==> src/rtl/hcordic_pkg.sv <==
// rtl/hcordic_pkg.sv - shared CORDIC constants, zout field layout and normalise FSM states
package hcordic_pkg;

    localparam logic [1:0] mode_circular   = 2'b01;
    localparam logic [1:0] mode_linear     = 2'b00;
    localparam logic [1:0] mode_hyperbolic = 2'b11;

    localparam logic [1:0] no_idle     = 2'b00;
    localparam logic [1:0] allign_idle = 2'b01;
    localparam logic [1:0] put_idle    = 2'b10;

    localparam int ZOUT_SIGN     = 35;
    localparam int ZOUT_EXP_MSB  = 34;
    localparam int ZOUT_EXP_LSB  = 27;
    localparam int ZOUT_MANT_MSB = 26;

    // -126 as an 8-bit two's-complement exponent; shifting halts here (denormal)
    localparam logic [7:0]  EXP_FLOOR  = 8'h82;
    localparam logic [26:0] MANT_CARRY = 27'h4000000;

    typedef enum logic [1:0] {
        ST_IDLE  = 2'b00,
        ST_SHIFT = 2'b01,
        ST_ROUND = 2'b10,
        ST_DONE  = 2'b11
    } norm_state_t;

endpackage

==> src/rtl/round_mant27.sv <==
// rtl/round_mant27.sv - 27-bit mantissa rounder; NORM_RNE_ROUND_EN selects round-to-nearest-even,
// otherwise the mantissa is truncated and carry is never raised.
module round_mant27
    import hcordic_pkg::*;
(
    input  logic [26:0] mant_in,
    input  logic        guard,
    input  logic        sticky,
    output logic [26:0] mant_out,
    output logic        carry
);

`ifdef NORM_RNE_ROUND_EN
    logic        round_up;
    logic [27:0] sum;

    assign round_up = guard & (sticky | mant_in[0]);
    assign sum      = {1'b0, mant_in} + {27'd0, round_up};
    assign carry    = sum[27];
    // An all-ones mantissa rolls over to 1.000... and the caller bumps the exponent
    assign mant_out = carry ? MANT_CARRY : sum[26:0];
`else
    logic unused_round_bits;

    assign unused_round_bits = guard ^ sticky;
    assign mant_out          = mant_in;
    assign carry             = 1'b0;
`endif

endmodule

==> src/rtl/normalise_prod_y.sv <==
// rtl/normalise_prod_y.sv - iterative normalise/round of the Y-path product with valid/ready handshake;
// rounding mode chosen by NORM_RNE_ROUND_EN (defined: RNE, undefined: truncate).
module normalise_prod_y
    import hcordic_pkg::*;
(
    input  logic        clock,
    input  logic        reset_n,
    input  logic        in_valid,
    output logic        in_ready,
    input  logic [1:0]  idle_Multiply,
    input  logic [35:0] zout_Multiply,
    input  logic [49:0] productout_Multiply,
    input  logic [35:0] cout_Multiply,
    input  logic [31:0] sout_Multiply,
    input  logic [1:0]  modeout_Multiply,
    input  logic        operationout_Multiply,
    input  logic        NatLogFlagout_Multiply,
    input  logic [7:0]  InsTag_Multiply,
    output logic        out_valid,
    input  logic        out_ready,
    output logic [35:0] zout_Normalise,
    output logic [35:0] cout_Normalise,
    output logic [31:0] sout_Normalise,
    output logic [1:0]  modeout_Normalise,
    output logic        operationout_Normalise,
    output logic        NatLogFlagout_Normalise,
    output logic [7:0]  InsTag_Normalise,
    output logic [1:0]  idle_Normalise
);

    norm_state_t state_q, state_d;

    logic [49:0] prod_q;
    logic [7:0]  exp_q;
    logic        sign_q;

    logic [7:0]  exp_dec;
    logic        shift_stop;
    logic        shift_last;
    logic        prod_zero;
    logic [26:0] mant_rnd;
    logic        mant_carry;
    logic [7:0]  exp_rnd;
    logic [26:0] mant_final;

    assign exp_dec    = exp_q - 8'd1;
    assign shift_stop = prod_q[49] | (exp_q == EXP_FLOOR);
    // Look one shift ahead so the final shift and the move to ROUND share an edge
    assign shift_last = prod_q[48] | (exp_dec == EXP_FLOOR);
    assign prod_zero  = (prod_q == 50'd0);

    round_mant27 u_round (
        .mant_in  (prod_q[49:23]),
        .guard    (prod_q[22]),
        .sticky   (|prod_q[21:0]),
        .mant_out (mant_rnd),
        .carry    (mant_carry)
    );

    assign exp_rnd    = prod_zero ? 8'd0 : exp_q + {7'd0, mant_carry};
    assign mant_final = prod_zero ? 27'd0 : mant_rnd;

    assign in_ready  = (state_q == ST_IDLE);
    assign out_valid = (state_q == ST_DONE);

    always_ff @(posedge clock or negedge reset_n) begin
        if (!reset_n) begin
            state_q <= ST_IDLE;
        end else begin
            state_q <= state_d;
        end
    end

    always_comb begin
        state_d = state_q;
        case (state_q)
            ST_IDLE: begin
                if (in_valid) begin
                    if (idle_Multiply != no_idle) begin
                        state_d = ST_DONE;
                    end else if ((productout_Multiply == 50'd0) || productout_Multiply[49]) begin
                        state_d = ST_ROUND;
                    end else begin
                        state_d = ST_SHIFT;
                    end
                end
            end
            ST_SHIFT: begin
                if (shift_stop || shift_last) begin
                    state_d = ST_ROUND;
                end
            end
            ST_ROUND: state_d = ST_DONE;
            ST_DONE: begin
                if (out_ready) begin
                    state_d = ST_IDLE;
                end
            end
            default: state_d = ST_IDLE;
        endcase
    end

    always_ff @(posedge clock or negedge reset_n) begin
        if (!reset_n) begin
            prod_q                  <= '0;
            exp_q                   <= '0;
            sign_q                  <= 1'b0;
            zout_Normalise          <= '0;
            cout_Normalise          <= '0;
            sout_Normalise          <= '0;
            modeout_Normalise       <= '0;
            operationout_Normalise  <= 1'b0;
            NatLogFlagout_Normalise <= 1'b0;
            InsTag_Normalise        <= '0;
            idle_Normalise          <= '0;
        end else begin
            case (state_q)
                ST_IDLE: begin
                    if (in_valid) begin
                        prod_q                  <= productout_Multiply;
                        exp_q                   <= zout_Multiply[ZOUT_EXP_MSB:ZOUT_EXP_LSB];
                        sign_q                  <= zout_Multiply[ZOUT_SIGN];
                        cout_Normalise          <= cout_Multiply;
                        sout_Normalise          <= sout_Multiply;
                        modeout_Normalise       <= modeout_Multiply;
                        operationout_Normalise  <= operationout_Multiply;
                        NatLogFlagout_Normalise <= NatLogFlagout_Multiply;
                        InsTag_Normalise        <= InsTag_Multiply;
                        idle_Normalise          <= idle_Multiply;
                        if (idle_Multiply != no_idle) begin
                            zout_Normalise <= zout_Multiply;
                        end
                    end
                end
                ST_SHIFT: begin
                    if (!shift_stop) begin
                        prod_q <= prod_q << 1;
                        exp_q  <= exp_dec;
                    end
                end
                ST_ROUND: begin
                    zout_Normalise <= {sign_q, exp_rnd, mant_final};
                end
                default: ;
            endcase
        end
    end

endmodule

==> config.mk <==
export PLATFORM = sky130hd
export DESIGN_NAME = normalise_prod_y
export DESIGN_NICKNAME = d
export VERILOG_FILES = /design/src/rtl/hcordic_pkg.sv /design/src/rtl/round_mant27.sv /design/src/rtl/normalise_prod_y.sv
export SDC_FILE = /design/constraint.sdc
export NUM_CORES = 1
export LEC_CHECK = 0
export ABC_AREA = 1
export CAP_MARGIN = 10
export CORE_UTILIZATION = 40
export CTS_BUF_LIST = sky130_fd_sc_hd__clkbuf_8
export DETAILED_ROUTE_END_ITERATION = 8
export PLACE_DENSITY = 0.77
export SLEW_MARGIN = 30
export SYNTH_ARGS = -nofsm -noshare
export SYNTH_HDL_FRONTEND = slang
export SYNTH_HIERARCHICAL = 1
export SYNTH_SLANG_ARGS = --single-unit
==> constraint.sdc <==
create_clock -name clock -period 2.1 [get_ports clock]
set_clock_uncertainty 0.05 [all_clocks]
set_input_delay 0.315 -clock clock [delete_from_list [all_inputs] [get_ports clock]]
set_output_delay 0.315 -clock clock [all_outputs]
set_load 0.005 [all_outputs]
Word-level counts from Yosys, hierarchy flattened --
Cells that the tools add are included.
Operators by class: reduce and logical (&&, ||, !) cells 12, bitwise operators 2, add/sub/neg operators 1, eq/ne operators 10, multiplexer cells 17
Operators by type and width (number):
- 50-bit logical NOT | 2
- 50-bit 2-to-1 mux | 2
- 50-bit one-hot mux with 2 select lines | 1
- 36-bit 2-to-1 mux | 2
- 36-bit one-hot mux with 2 select lines | 1
- 27-bit 2-to-1 mux | 1
- 8-bit 2-to-1 mux | 3
- 8-bit == test (second input constant) | 2
- 8-bit one-hot mux with 2 select lines | 1
- 2-bit 2-to-1 mux | 5
- 3-bit AND reduction | 3
- 2-bit one-hot mux with 4 select lines | 1
- 8-bit by 1-bit subtractor with 8-bit output (second input constant) | 1
- 2-bit != test (second input constant) | 3
- 2-bit nonzero test | 3
- 2-bit == test (second input constant) | 2
- 2-bit by 1-bit != test with 1-bit output (second input constant) | 2
- 2-bit by 1-bit == test with 1-bit output (second input constant) | 1
- 2-bit logical NOT | 1
- 1-bit logical OR | 2
- 1-bit bitwise OR | 2
- 2-bit AND reduction | 1
Word-level totals: register bits after elaboration 179, output and inout bits 120, word-level logic and storage cells 54, input port bits 172

Longest topological paths before layout --
Gate-level depths: netlist (run 1).
depth after elaboration 6, gate-level depth with buffers 11, depth with buffers taken out 11

By module --
The synthesis (run 1) kept the hierarchy.
By module, submodules not included:
- normalise_prod_y | times used 1, area an instance 8922.3 sq um, cells each 1034
- round_mant27 | times used 1, area an instance 214.0 sq um, cells each 29

Worst setup path before layout (run 1) --
OpenSTA, ideal clock, no wires.
path kind register to register, start reg state_q[0], end reg zout_Normalise[10], required time 1.928 ns, setup time 0.122 ns, buffers on the path 1, arrival 1.624 ns, path slack 0.304 ns, clock period less this slack 1.796 ns, stages on the path, launching flop included 11, cell sequence dfrtp_1 > inv_1 > ha_1 > inv_1 > nor3_1 > nor2_1 > nand2_2 > inv_2 > buf_1 > nor2_1 > a21oi_1
On the way: word-level cells in the longest chain between the ends 3, elaborated cells between the ends (all ways) 7, those cells by class eq/ne (3); mux (1); reduce/logical (3)
RTL lines:
- start, declared | RTL line normalise_prod_y.sv:31 | norm_state_t state_q, state_d;
- start signal, assigned | RTL line normalise_prod_y.sv:70 | state_q <= state_d;
- 2-bit logical NOT *
- via in_ready | RTL line normalise_prod_y.sv:9 | output logic in_ready,
- 2-bit by 1-bit != test with 1-bit output (no line), or another cell as far along
- 3-bit AND reduction (no line)
- end signal, assigned | RTL line normalise_prod_y.sv:131 | zout_Normalise <= zout_Multiply;
- end signal, assigned | RTL line normalise_prod_y.sv:142 | zout_Normalise <= {sign_q, exp_rnd, mant_final};
- end, declared | RTL line normalise_prod_y.sv:21 | output logic [35:0] zout_Normalise,
Mark *: on every way through the listed nets, which the timed path passes. The rest lies on a longest branch. A chain may end at the register's enable or synchronous reset.

Final worst setup path (run 1) --
start reg state_q[0], end out out_valid
On the way: word-level cells in the longest chain between the ends 1
RTL lines:
- 2-bit == test | RTL line normalise_prod_y.sv:64 | assign out_valid = (state_q == ST_DONE);
- end, declared | RTL line normalise_prod_y.sv:19 | output logic out_valid,
No other way between the ends.

==> results_dict.tcl, run 1 <==
set metrics [dict create \
    coreArea_mm2 0.02209 \
    dieHeight_um 153.1 \
    drc 0 \
    die_width_um 153.1 \
    worstSkewPairLatency_ps 460 \
    n_fill_cell 1979 \
    drive_above_1_share_pct 14.17 \
    path_clk_slew_ps 100 \
    vias 7913 \
    holdWs_ps 301.2 \
    area_delta_synth_final_pct 38.31 \
    grt_pass1_vias 7812 \
    worstPathRequired_ps 1740 \
    synth_fp_nets 1243 \
    drtIter0Drc 469 \
    p_leak_nw 5.612 \
    initial_core_util_pct 41.34 \
    port_buffers 291 \
    r2r-end "prod_q[23]" \
    setup_tns_ps 0 \
    r2r-start "exp_q[0]" \
    final-hold-violation-count 0 \
    vias_per_cell 4.918 \
    cts_max_path_buffers 2 \
    timing.final.max_slew_violations 0 \
    multi_input_area_mm2 0.003857 \
    synth_cells 1062 \
    setup_viol 0 \
    crit_slowest_cell "clkdlybuf4s50_1" \
    grt_usage_pct 23.22 \
    hp-class "in2async" \
    criticalPathCategory "reg2out" \
    crit_fanout 3 \
    wire_per_inst_um 16.53 \
    drtPass1Iterations 5 \
    r2r_cells 10 \
    cp_slowest_stage_delay_ps 500 \
    r2r_setup_slack_ps 210 \
    clock.fmax_mhz 492.0 \
    fin_nets 1495 \
    antenna_found_initial 2 \
    cts_sinks 179 \
    slew_headroom_pct 64.52 \
    cts_tree "done" \
    critPathLaunch "state_q[0]" \
    crit_arrival_ps 1670 \
    worst_pin_slew_ps 532.1 \
    ir_worst_vdd_mv 0.9299 \
    status "completed" \
    period_minus_slack_ps 2033 \
    grt_pass1_wl_mm 42.50 \
    yosys_warnings 6 \
    dp_hpwl_mm 19.84 \
    drt_wl_total_mm 26.60 \
    ctsRootBufferMaster "clkbuf_8" \
    cp-start-kind "flop" \
    grt_overflow 0 \
    syn-cell-area_mm2 0.009133 \
    crit_path_end_kind "output port" \
    gp_congestion 0.8922 \
    power.density_mw_per_mm2 1479 \
    cts_buffers 17 \
    rows 54 \
    ant_nets 0 \
    cap_viol_max_count 0 \
    cts_max_level 4 \
    path_cells "buf_6, ha_2, clkdlybuf4s50_1" \
    io_pins 292 \
    post-route-period-util_pct 96.79 \
    die_area_mm2 0.02344 \
    register_area_mm2 0.004479 \
    avgSynthCellArea_um2 8.599 \
    grt_max_degree 65 \
]
==> worst max-delay path: cells and delay by family, from the launching register on <==
kind       cells  cell delay [ps]
buf+inv        2              630
flops          1              400
fa+ha+maj      1              190
==> sequential cells by signal (all words and copies together), names as in the netlist <==
register,cells
zout_Normalise,36
NatLogFlagout_Normalise,1
modeout_Normalise,2
cout_Normalise,36
exp_q,8
sout_Normalise,32
idle_Normalise,2
prod_q,50
operationout_Normalise,1
sign_q,1
InsTag_Normalise,8
state_q,2
==> stage by stage <==
stage	util, %	total power, mW	setup slack (ps)	cells	cell area (um2)
final	57.17	18.68	67.32	1609	12630
after global routing	57.16	20.17	-3.449	1608	12630
after CTS	57.11	18.83	9.800	1607	12620
after detailed placement	55.20	16.42	167.9	1573	12200
after global placement	55.20	16.10	173.8	1573	12200
after floorplan	-	12.42	304.2	1062	9133
==> power breakdown <==
group / internal [mW] / switching (mW) / leakage (nW)
Sequential: 5.17 / 0.999 / 2.17
Clock: 0.910 / 1.41 / 0.188
Combinational: 4.81 / 5.38 / 3.25
==> metal layers <==
layer | vias up | wire (um) | GRT usage, %
met5 | - | 0 | 0
li1 | 3920 | - | -
met4 | 0 | 726 | 8.369
met2 | 237 | 12950 | 38.05
met1 | 3712 | 11480 | 29.94
met3 | 44 | 1441 | 5.444
==> how the worst max path moves through the flow <==
stage / to / slack, ps
finish: out_valid / 70
global route: out_valid / -3
CTS: out_valid / 10
detailed placement: zout_Normalise[35] / 170
global placement: zout_Normalise[0] / 170
floorplan: zout_Normalise[10] / 300
==> area by class of cell <==
class | instances | share of cell area (%)
inverter | 72 | 2.159
clock buffer | 18 | 1.961
sequential | 179 | 35.46
timing repair buffer | 321 | 25.96
antenna | 2 | 0.03962
multi-input combinational | 723 | 30.54
tap | 280 | 2.774
clock inverter | 14 | 1.100
==> layout by cell type, fill, tap and decap left out, drive strengths merged, types with 2 or more instances in the layout <==
master / instances
o211ai: 52
or2: 4
nor3: 4
nand3b: 3
ha: 9
nand2: 352
clkinv: 6
clkbuf: 19
o21ai: 62
a22oi: 2
clkdlybuf4s50: 289
inv: 77
buf: 29
a21oi: 74
nor2: 89
diode: 2
xor2: 6
nand4: 13
dfrtp: 179
nand3: 48
clkinvlp: 3
==> what timing repair did <==
item | in CTS | in global routing
hold buffers | 1 | 0
setup endpoints to repair | 1 | 2
hold endpoints to repair | 45 | 0
buffers inserted | 1 | 0
gates resized for setup | 5 | 3
Power figures use the tool's default switching activity.
==> run 2, diff against run 1 <==
--- a/config.mk
+++ b/config.mk
@@ -10,6 +10,7 @@
 export CORE_UTILIZATION = 40
 export CTS_BUF_LIST = sky130_fd_sc_hd__clkbuf_8
 export DETAILED_ROUTE_END_ITERATION = 8
+export GPL_TIMING_DRIVEN = 0
 export PLACE_DENSITY = 0.77
 export SLEW_MARGIN = 30
 export SYNTH_ARGS = -nofsm -noshare
==> run 2 against run 1 <==
Flip-flop and latch count did not move. Global-route usage rose by 1.2 points. Die area did not move. First-iteration DRC count rose by 14%. Design area rose by 2.7%. Clock-buffer cell count did not move. Combinational power rose by 8%. Sequential power fell by 1%. Critical endpoint is now exp_q[7]. Largest power group unchanged.
==> results_dict.tcl, run 2 (same netlist as run 1, synthesis figures left out) <==
set metrics [dict create \
    cts_tree "done" \
    p_leak_nw 5.858 \
    period_minus_slack_ps 1995 \
    ir_worst_vdd_mv 0.6386 \
    grt_pass1_wl_mm 44.47 \
    most-common-layout-cells "347 x nand2_1, 288 x clkdlybuf4s50_1, 179 x dfrtp_1" \
    coreArea_mm2 0.02209 \
    clkPwrFrac_pct 12.7 \
    rsz0062_at_grt "true" \
    initial_core_util_pct 41.34 \
    p_total_mw 19.55 \
    drt_wl_total_mm 28.21 \
    vias 8369 \
    ant_nets 0 \
    port_buffers 291 \
    status "completed" \
    cts_buffers 17 \
    multi_input_area_mm2 0.003850 \
    crit_path_end_kind "flop" \
    cts_sinks 179 \
    register_area_mm2 0.004479 \
    worstPathRequired_ps 2430 \
    largest_reg_flops 50 \
    wire_per_inst_um 16.88 \
    final_util_pct 58.72 \
    die_area_mm2 0.02344 \
    setup_slack_ps 105.5 \
    power.density_mw_per_mm2 1507 \
    dp_hpwl_mm 21.28 \
    crit_fanout 10 \
    worstSkewPairLatency_ps 460 \
    switchingPower_mw 8.174 \
    drtPass1Iterations 6 \
    final-hold-violation-count 0 \
    power_frac_comb_pct 56.2 \
    timing.final.max_slew_violations 0 \
    rows 54 \
    area_delta_synth_final_pct 42.05 \
    io_pins 292 \
    criticalPathCategory "reg2reg" \
    drtIter0Drc 535 \
    path_clk_slew_ps 110 \
    n_fill_cell 1899 \
    die_width_um 153.1 \
    antenna_found_initial 2 \
    post-route-period-util_pct 94.98 \
    grt_overflow 0 \
    biggestRegsByFlops "prod_q (50), cout_Normalise (36), zout_Normalise (36)" \
    cap_viol_max_count 0 \
    fin_nets 1558 \
    grt_max_degree 76 \
    setup_viol 0 \
    slew_headroom_pct 52.33 \
    clock.fmax_mhz 501.4 \
    grt_pass1_vias 8171 \
    cts_max_level 4 \
    dp.cells 1635 \
    cts_max_path_buffers 2 \
    top_register "prod_q" \
    gp_congestion 0.9088 \
    seq_power_share_pct 31.1 \
    drc 0 \
    r2r_setup_slack_ps 110 \
    crit_arrival_ps 2320 \
    pre_cts_slack_ps -350.8 \
    drive_above_1_share_pct 16.76 \
    swShare_pct 41.82 \
    hp-class "in2async" \
    dieHeight_um 153.1 \
    cp-start-kind "flop" \
    setup_tns_ps 0 \
    grt_usage_pct 24.42 \
    final_common_cell "nand2_1" \
    vias_per_cell 5.008 \
    worst_pin_slew_ps 715.0 \
    finalNonFillerCells 1671 \
    ctsRootBufferMaster "clkbuf_8" \
    p_int_mw 11.37 \
]
==> run 2: power by group through the flow <==
| stage | combinational (mW) | sequential, mW | clock, mW |
|---|---|---|---|
| final | 11.0 | 6.08 | 2.49 |
| after global routing | 12.0 | 6.28 | 2.67 |
| after CTS | 10.9 | 6.07 | 2.54 |
| after detailed placement | 10.7 | 6.13 | 0 |
| after global placement | 10.5 | 6.11 | 0 |
| after floorplan | 6.32 | 6.10 | 0 |
==> run 2: metal layers <==
metal | global-route usage [%] | vias to the layer above | routed length, um
li1 | - | 4043 | -
met1 | 32.78 | 3995 | 12550
met2 | 38.81 | 275 | 13220
met3 | 5.359 | 54 | 1604
met4 | 8.706 | 2 | 833
met5 | 0 | - | 13
==> run 2: path summary, 6_finish.rpt <==
| kind | start | to | cells past startpoint |
|---|---|---|---|
| max in group asynchronous | reset_n | idle_Normalise[1] | 3 |
| setup reg to reg | state_q[1] | exp_q[7] | 11 |
| hold / removal | reset_n | prod_q[6] | 2 |
| hold reg to reg | NatLogFlagout_Normalise | NatLogFlagout_Normalise | 2 |
| setup / recovery | state_q[1] | exp_q[7] | 11 |
| min in group clock | sout_Multiply[0] | sout_Normalise[0] | 3 |
==> run 2: worst max-delay path, cell delays in order (launching register included) <==
cell      delay, ps
dfrtp_1         410
inv_2            90
ha_1            130
clkbuf_4        200
inv_2           130
o21ai_2         180
nand2_4         100
inv_2            80
buf_8           170
buf_8           170
o21ai_2          60
o22ai_1         130
==> run 2: area by class of cell <==
cell class              count  area share, %
flip-flops and latches    179          34.53
multi-input cells         723          29.68
repair buffers            296          23.15
plain buffers              88          4.620
well taps                 280          2.701
inverters                  72          2.132
clock buffers              18          1.910
clock inverters            14          1.264
diodes                      1        0.01929
==> run 2: through the flow <==
step                      instance area [um2]  hold slack (ps)
final                                   12970            245.4
after global routing                    12970            248.6
after CTS                               12930            229.8
after detailed placement                12460            154.2
after global placement                  12400            411.7
after floorplan                          9133           -30.59
==> run 2: what timing repair did <==
item,4_1_cts,5_1_grt
hold endpoints to repair,33,0
hold buffers,1,0
gates resized for setup,14,27
setup buffers,2,0
endpoints found under the setup margin,105,115
